File: config.mk
export PLATFORM = sky130hd
export DESIGN_NAME = pipe_adder
export DESIGN_NICKNAME = d
export VERILOG_FILES = /design/src/rtl/pipe_adder.sv
export SDC_FILE = /design/constraint.sdc
export NUM_CORES = 1
export LEC_CHECK = 0
export ABC_AREA = 1
export BUFFER_PORTS_ARGS = -buffer_cell sky130_fd_sc_hd__buf_2
export CORE_ASPECT_RATIO = 1.2
export CORE_UTILIZATION = 60
export DETAILED_ROUTE_END_ITERATION = 12
export GPL_ROUTABILITY_DRIVEN = 1
export PLACE_DENSITY = 0.9
export SLEW_MARGIN = 0
export SYNTH_ARGS = -nofsm -noshare
export SYNTH_HDL_FRONTEND = slang
export SYNTH_SLANG_ARGS = --single-unit
File: constraint.sdc
create_clock -name clk -period 3.7 [get_ports clk]
set_input_delay 0.74 -clock clk [delete_from_list [all_inputs] [get_ports clk]]
set_output_delay 0.74 -clock clk [all_outputs]
set_load 0.01 [all_outputs]
File: src/rtl/pipe_adder.sv
// Pipelined WIDTH-bit add/subtract: each stage resolves one CW-bit chunk of the carry chain.
// Optional saturation on signed overflow is enabled by defining PIPE_ADDER_SAT_EN.
module pipe_adder #(
  parameter int WIDTH  = 32,
  parameter int STAGES = 2
) (
  input  logic             clk,
  input  logic             rst_n,
  input  logic             in_valid,
  output logic             in_ready,
  input  logic [WIDTH-1:0] a,
  input  logic [WIDTH-1:0] b,
  input  logic             sub,
`ifdef PIPE_ADDER_SAT_EN
  input  logic             sat,
`endif
  output logic             out_valid,
  input  logic             out_ready,
  output logic [WIDTH-1:0] y,
  output logic             cout,
  output logic             ovf,
  output logic             zero
);

  localparam int CW = WIDTH / STAGES;

  if (WIDTH % STAGES != 0) begin : g_bad_width
    $error("pipe_adder: WIDTH (%0d) must be divisible by STAGES (%0d)", WIDTH, STAGES);
  end
  if (STAGES < 1 || STAGES > 8) begin : g_bad_stages
    $error("pipe_adder: STAGES (%0d) must be in 1..8", STAGES);
  end

  // Global stall: the whole pipe freezes while the output beat is not taken.
  logic              stall;
  logic              en;
  logic [STAGES:1]   vld_q;
  logic [STAGES:0]   vld_pipe;

  assign stall     = out_valid & ~out_ready;
  assign en        = ~stall;
  assign in_ready  = ~stall;
  assign vld_pipe  = {vld_q, in_valid & in_ready};
  assign out_valid = vld_pipe[STAGES];

  always_ff @(posedge clk or negedge rst_n) begin
    if (!rst_n)  vld_q <= '0;
    else if (en) vld_q <= vld_pipe[STAGES-1:0];
  end

  // Stage k inputs: a_s carries resolved low chunks plus untouched upper A,
  // b_s carries effective B (already inverted for subtract), c_s the chunk carry-in.
  logic [STAGES-1:0][WIDTH-1:0] a_s;
  logic [STAGES-1:0][WIDTH-1:0] b_s;
  logic [STAGES-1:0]            c_s;

  assign a_s[0] = a;
  assign b_s[0] = b ^ {WIDTH{sub}};
  assign c_s[0] = sub;

`ifdef PIPE_ADDER_SAT_EN
  logic [STAGES-1:0] sat_s;
  assign sat_s[0] = sat;
`endif

  logic [WIDTH-1:0] y_q;
  logic             cout_q;
  logic             ovf_q;
  logic             zero_q;

  for (genvar k = 0; k < STAGES; k++) begin : g_stage
    logic [CW:0]      sum;
    logic [WIDTH-1:0] res;

    assign sum = {1'b0, a_s[k][k*CW +: CW]} + {1'b0, b_s[k][k*CW +: CW]} + {{CW{1'b0}}, c_s[k]};

    always_comb begin
      res               = a_s[k];
      res[k*CW +: CW]   = sum[CW-1:0];
    end

    if (k < STAGES-1) begin : g_mid
      logic [WIDTH-1:0] a_q;
      logic [WIDTH-1:0] b_q;
      logic             c_q;
`ifdef PIPE_ADDER_SAT_EN
      logic             sat_q;
`endif

      always_ff @(posedge clk or negedge rst_n) begin
        if (!rst_n) begin
          a_q   <= '0;
          b_q   <= '0;
          c_q   <= 1'b0;
`ifdef PIPE_ADDER_SAT_EN
          sat_q <= 1'b0;
`endif
        end else if (en) begin
          a_q   <= res;
          b_q   <= b_s[k];
          c_q   <= sum[CW];
`ifdef PIPE_ADDER_SAT_EN
          sat_q <= sat_s[k];
`endif
        end
      end

      assign a_s[k+1]   = a_q;
      assign b_s[k+1]   = b_q;
      assign c_s[k+1]   = c_q;
`ifdef PIPE_ADDER_SAT_EN
      assign sat_s[k+1] = sat_q;
`endif
    end else begin : g_last
      logic             ovf_d;
      logic [WIDTH-1:0] y_d;

      // Carry into the MSB is recovered as sum ^ a ^ b at that bit.
      assign ovf_d = res[WIDTH-1] ^ a_s[k][WIDTH-1] ^ b_s[k][WIDTH-1] ^ sum[CW];

`ifdef PIPE_ADDER_SAT_EN
      // On overflow the wrapped sign is the inverse of the true sign.
      always_comb begin
        y_d = res;
        if (sat_s[k] && ovf_d)
          y_d = res[WIDTH-1] ? {1'b0, {(WIDTH-1){1'b1}}} : {1'b1, {(WIDTH-1){1'b0}}};
      end
`else
      assign y_d = res;
`endif

      always_ff @(posedge clk or negedge rst_n) begin
        if (!rst_n) begin
          y_q    <= '0;
          cout_q <= 1'b0;
          ovf_q  <= 1'b0;
          zero_q <= 1'b0;
        end else if (en) begin
          y_q    <= y_d;
          cout_q <= sum[CW];
          ovf_q  <= ovf_d;
          zero_q <= (y_d == '0);
        end
      end
    end
  end

  assign y    = y_q;
  assign cout = cout_q;
  assign ovf  = ovf_q;
  assign zero = zero_q;

endmodule

== Word level (Yosys, flattened, before mapping) ==
Cells that the tools add are included.

* Output and inout bits: 37
* Input port bits: 69
* Logic and storage cells: 21
* Register bits after elaboration: 102

* $add $sub $neg: 4
* Bitwise logic cells: 8
* Reduce and logical (&&, ||, !) cells: 1

{| class="wikitable"
|+ Operators with widths
! kind !! count
|-
| adder 16 x 16 -> 17 bit || 2
|-
| adder 17 x 1 -> 17 bit || 2
|-
| logical NOT 32 bit || 1
|-
| bitwise XOR 32 bit || 1
|-
| bitwise XOR 1 bit || 3
|-
| bitwise AND 1 bit || 2
|-
| inverter 1 bit || 2
|}

== Logic depth before layout (Yosys ltp) ==
* Word-level depth: 5
* Gate-level depth with buffers: 14
* Gate-level depth less buffers: 14

== Least setup slack after synthesis ==
No wires, ideal clock.

* Path type: input to register
* Start point: in sub
* End point: reg g_stage[0].g_mid.a_q[8]
* Data required time: 3.573 ns
* Library setup time: 0.127 ns
* Path buffers: 2
* Stages: 11
* Data arrival time: 2.494 ns
* Path slack: 1.079 ns
* Cell sequence: buf_2 buf_2 xor2_1 fa_1 nand3_1 nand2_1 a21boi_2 o21ai_0 or2_2 nand3_1 o21ai_1

* Cells in the longest elaborated chain, start to end: 3

{| class="wikitable"
|+ RTL lines
! element !! RTL line !! RTL
|-
| start, declared || 13 || <nowiki>input logic sub,</nowiki>
|-
| bitwise XOR 32 bit || 58 || <nowiki>assign b_s[0] = b ^ {WIDTH{sub}};</nowiki>
|-
| adder 16 x 16 -> 17 bit || 75 || <nowiki>assign sum = {1'b0, a_s[k][k*CW +: CW]} + {1'b0, b_s[k][k*CW +: CW]} + {{CW{1'b0}}, c_s[k]};</nowiki>
|-
| adder 17 x 1 -> 17 bit * || 75 ||
|-
| end signal, assigned || 99 || <nowiki>a_q <= res;</nowiki>
|-
| end, declared || 83 || <nowiki>logic [WIDTH-1:0] a_q;</nowiki>
|}

Every way passes the cells marked *; elsewhere a longest branch is shown, timed or not.
A chain may end at the register's enable or synchronous reset.

== Final worst setup path ==
* Start point: in sub
* End point: reg g_stage[0].g_mid.a_q[15]

The elaborated chain is that of the path after synthesis.

==> run metrics <==
placeable core region=between 8000 and 9000 um^2; period utilisation layout=between 70% and 80%; number of hold-slack violations in the final timing report=0; area of the die=9260 um^2; final critical path time including I/O delays and setup=2.66 ns; total chip power=3.45 mW; clock latency reported for the late side of the worst-skew pair=between 0.3 and 0.4 ns; area of the mapped netlist=5330 um^2; worst clock skew=about 0.012 ns; number of DRC violations after detailed routing=0; total of max-cap violations=0; power density cells=560 nW/um^2; post-synth cell types=35; worst-path fanout max=20; amount of wire on met2 after detailed routing=about 6600 um; Row Count=37; reg2reg start=g_stage[0].g_mid.b_q[16]; biggest area consumer among synthesized cells=sky130_fd_sc_hd__dfrtp_1; vertical die dimension=approximately 110 um; capturing point of the worst reg2reg path=zero; post-route worst setup slack=1.04 ns; via count of the routed design=4904; per-cell via count in the routed design=approximately 5.3; Final Non-Filler Cells=926; kind of start point of the critical path=input port; Data required, critical path=3.97 ns; H-tree lvl count=3; HPWL after detailed placement=9420 um; relative area change from synthesis to final layout=15.7%; post-synthesis instance total=slightly above 700; nets in the synthesized netlist=809; cells on worst reg2reg path=13; commonest cells after routing, fill and taps aside=sky130_fd_sc_hd__nand2_1, sky130_fd_sc_hd__buf_2, sky130_fd_sc_hd__dfrtp_1; Arr. time, crit path=about 2.9 ns; final antenna diode count=0; highest routed layer=met4; sequential element share of the synthesized area=40.4%; initial antenna violation count=0; crit-path most repeated cell=sky130_fd_sc_hd__nor2_1; Post-CTS Repair Setup Buffers=0; final number of setup-violating endpoints=0; Worst IR Drop VDD=229 uV; ys async rst share=100%; CP Class=input port to flop; leakage power total=3.24 nW; count of flip-flops with a built-in enable after synthesis=0; residual antenna-violating net count after detailed routing=0; TritonCTS clock tree=done; average wire length per cell after detail routing=13.5 um; most instantiated flip-flop cell in the synthesis netlist=sky130_fd_sc_hd__dfrtp_1; critical path cell sequence=buf_2, buf_4, xor2_1, ha_1, nand2_1, nor2_1, nor2_1, nor2_1, nor3_1, nand3b_1, nand3_1, nand2_1; count of input and output buffers=around 110; number of global-route vias before repair=4772; Hold Crit Endpoint=y[24]; Slew @ Worst Pin=between 1 and 1.5 ns; Avg Inst Size Synth=7.53 um^2; number of clock sinks=86; maximum number of pins on one net before global-route repair=99; total global-route track usage=29.4%; global route total overflow=0; number of gates resized after CTS=0; starting DRC count in detailed routing=~230; source of the worst hold timing path=y[24]; Max clock buf depth=2; leading cell type in the layout, fill and taps excluded=sky130_fd_sc_hd__nand2_1; count of pins on the block boundary=~110; unrepaired setup endpoints after global routing=false; Final Slew Violations=0; number of CTS-inserted buffers=9; Met3 Routed Length=~580 um; slowest CP cell=sky130_fd_sc_hd__buf_2; setup slack, reg-to-reg=1.13 ns; starting utilization of the core area=around three fifths; cts hold-fix bufs=0; worst hold path depth=2; number of cells in the design after placement=910; buffer cell driving the clock tree root=sky130_fd_sc_hd__clkbuf_8; delay contributed by the slowest stage of the critical path=0.49 ns; number of nets in the layout=906; detailed-router iteration count before antenna repair=5; FMAX=0.376 GHz; worst relative slew slack=31.1%; worst-case setup slack after placement=0.639 ns; gp weighted congestion=0.886; #FFs+latches synth=86; Detailed Route WL=12500 um; sum of negative setup slack=0 ns; top cells by area, synth=sky130_fd_sc_hd__dfrtp_1, sky130_fd_sc_hd__nand2_1, sky130_fd_sc_hd__ha_1, sky130_fd_sc_hd__o21ai_0, sky130_fd_sc_hd__inv_1; crit path capture type=flop; number of synthesis warnings=0; worst hold-check path type=flop to flop; share of Yosys cell area claimed by the top area cell type=40.4%; wire length of the first global-routing pass=around 21000 um; CTS clk-pin slew, worst paths=0.09 ns; fraction of final layout cells sized beyond drive strength 1=18.9%; width of the die=88 um; met1 WL=5080 um; status=finished clean
[stage by stage]
step	hold WS [ns]	instance area [um^2]	utilization [%]
5_1_grt	0.507	6160	71.5
6_report	0.481	6160	71.5
2_1_floorplan	0.420	5330	-
3_5_place_dp	0.463	5930	68.9
4_1_cts	0.484	6160	71.5
3_3_place_gp	0.429	5930	68.9
[power by group]
| group | total [mW] | switching [mW] | internal, mW |
|---|---|---|---|
| Clock | 0.758 | 0.370 | 0.388 |
| Sequential | 1.35 | 0.158 | 1.19 |
| Combinational | 1.35 | 0.836 | 0.509 |
| Total | 3.45 | 1.36 | 2.09 |
[how the worst max path moves through the flow]
| stage | from | end | cells past startpoint | slack, ns |
|---|---|---|---|---|
| global placement | sub | g_stage[0].g_mid.a_q[15] | 12 | 0.70 |
| detailed placement | sub | g_stage[0].g_mid.a_q[15] | 12 | 0.64 |
| global route | sub | g_stage[0].g_mid.a_q[10] | 10 | 0.84 |
| finish | sub | g_stage[0].g_mid.a_q[15] | 12 | 1.04 |
| CTS | sub | g_stage[0].g_mid.a_q[15] | 12 | 1.04 |
| floorplan | sub | g_stage[0].g_mid.a_q[8] | 11 | 1.08 |
[Yosys cell counts (all sizes together) (5+ instances only)]
cell / number
a21oi: 25
a31oi: 5
buf: 14
clkbuf: 8
dfrtp: 86
ha: 30
inv: 62
nand2: 250
nand3: 33
nand3b: 5
nand4: 8
nor2: 58
nor3: 7
o21ai: 62
xnor2: 20
xor2: 17
[routing by layer]
layer / GRT usage (%) / up-vias
met5: 0 / -
li1: - / 2467
met1: 34.1 / 2275
met4: 10.4 / 0
met2: 52.5 / 141
met3: 5.85 / 21
[sequential cells by signal, indices dropped and copies added, names as in the netlist]
signal and count:
cout 1, g_stage.g_mid.a_q 32, y 32, zero 1
g_stage.g_mid.c_q 1, ovf 1, g_stage.g_mid.b_q 16, vld_q 2
[cells by family (layout without fill, tap and decap cells)]
family,Yosys count,after routing,synth area share [%]
AND/OR/NAND/NOR,365,365,28.5
AO/OA/AOI/OAI,102,102,10.6
flip-flops,86,86,40.4
buffers and inverters,84,186,6.16
XOR/XNOR,37,37,6.09
adder cells (fa/ha/maj),33,33,8.18
[worst max-delay path, delay by kind of cell]
family | cells | cell delay (ns)
xor+xnor | 1 | 0.17
fa+ha+maj | 1 | 0.29
buf+inv | 2 | 0.85
simple gates | 8 | 0.86
[area by class of cell]
cell class                      instances  area [um^2]
Inverter                               62          233
Tap cell                              117          146
Multi-Input combinational cell        537         2850
Fill cell                             728         2450
Timing Repair Buffer                  108          551
Clock buffer                            9          124
Sequential cell                        86         2150
Clock inverter                          7          103
Note: power is estimated with default switching activity, not from simulation.
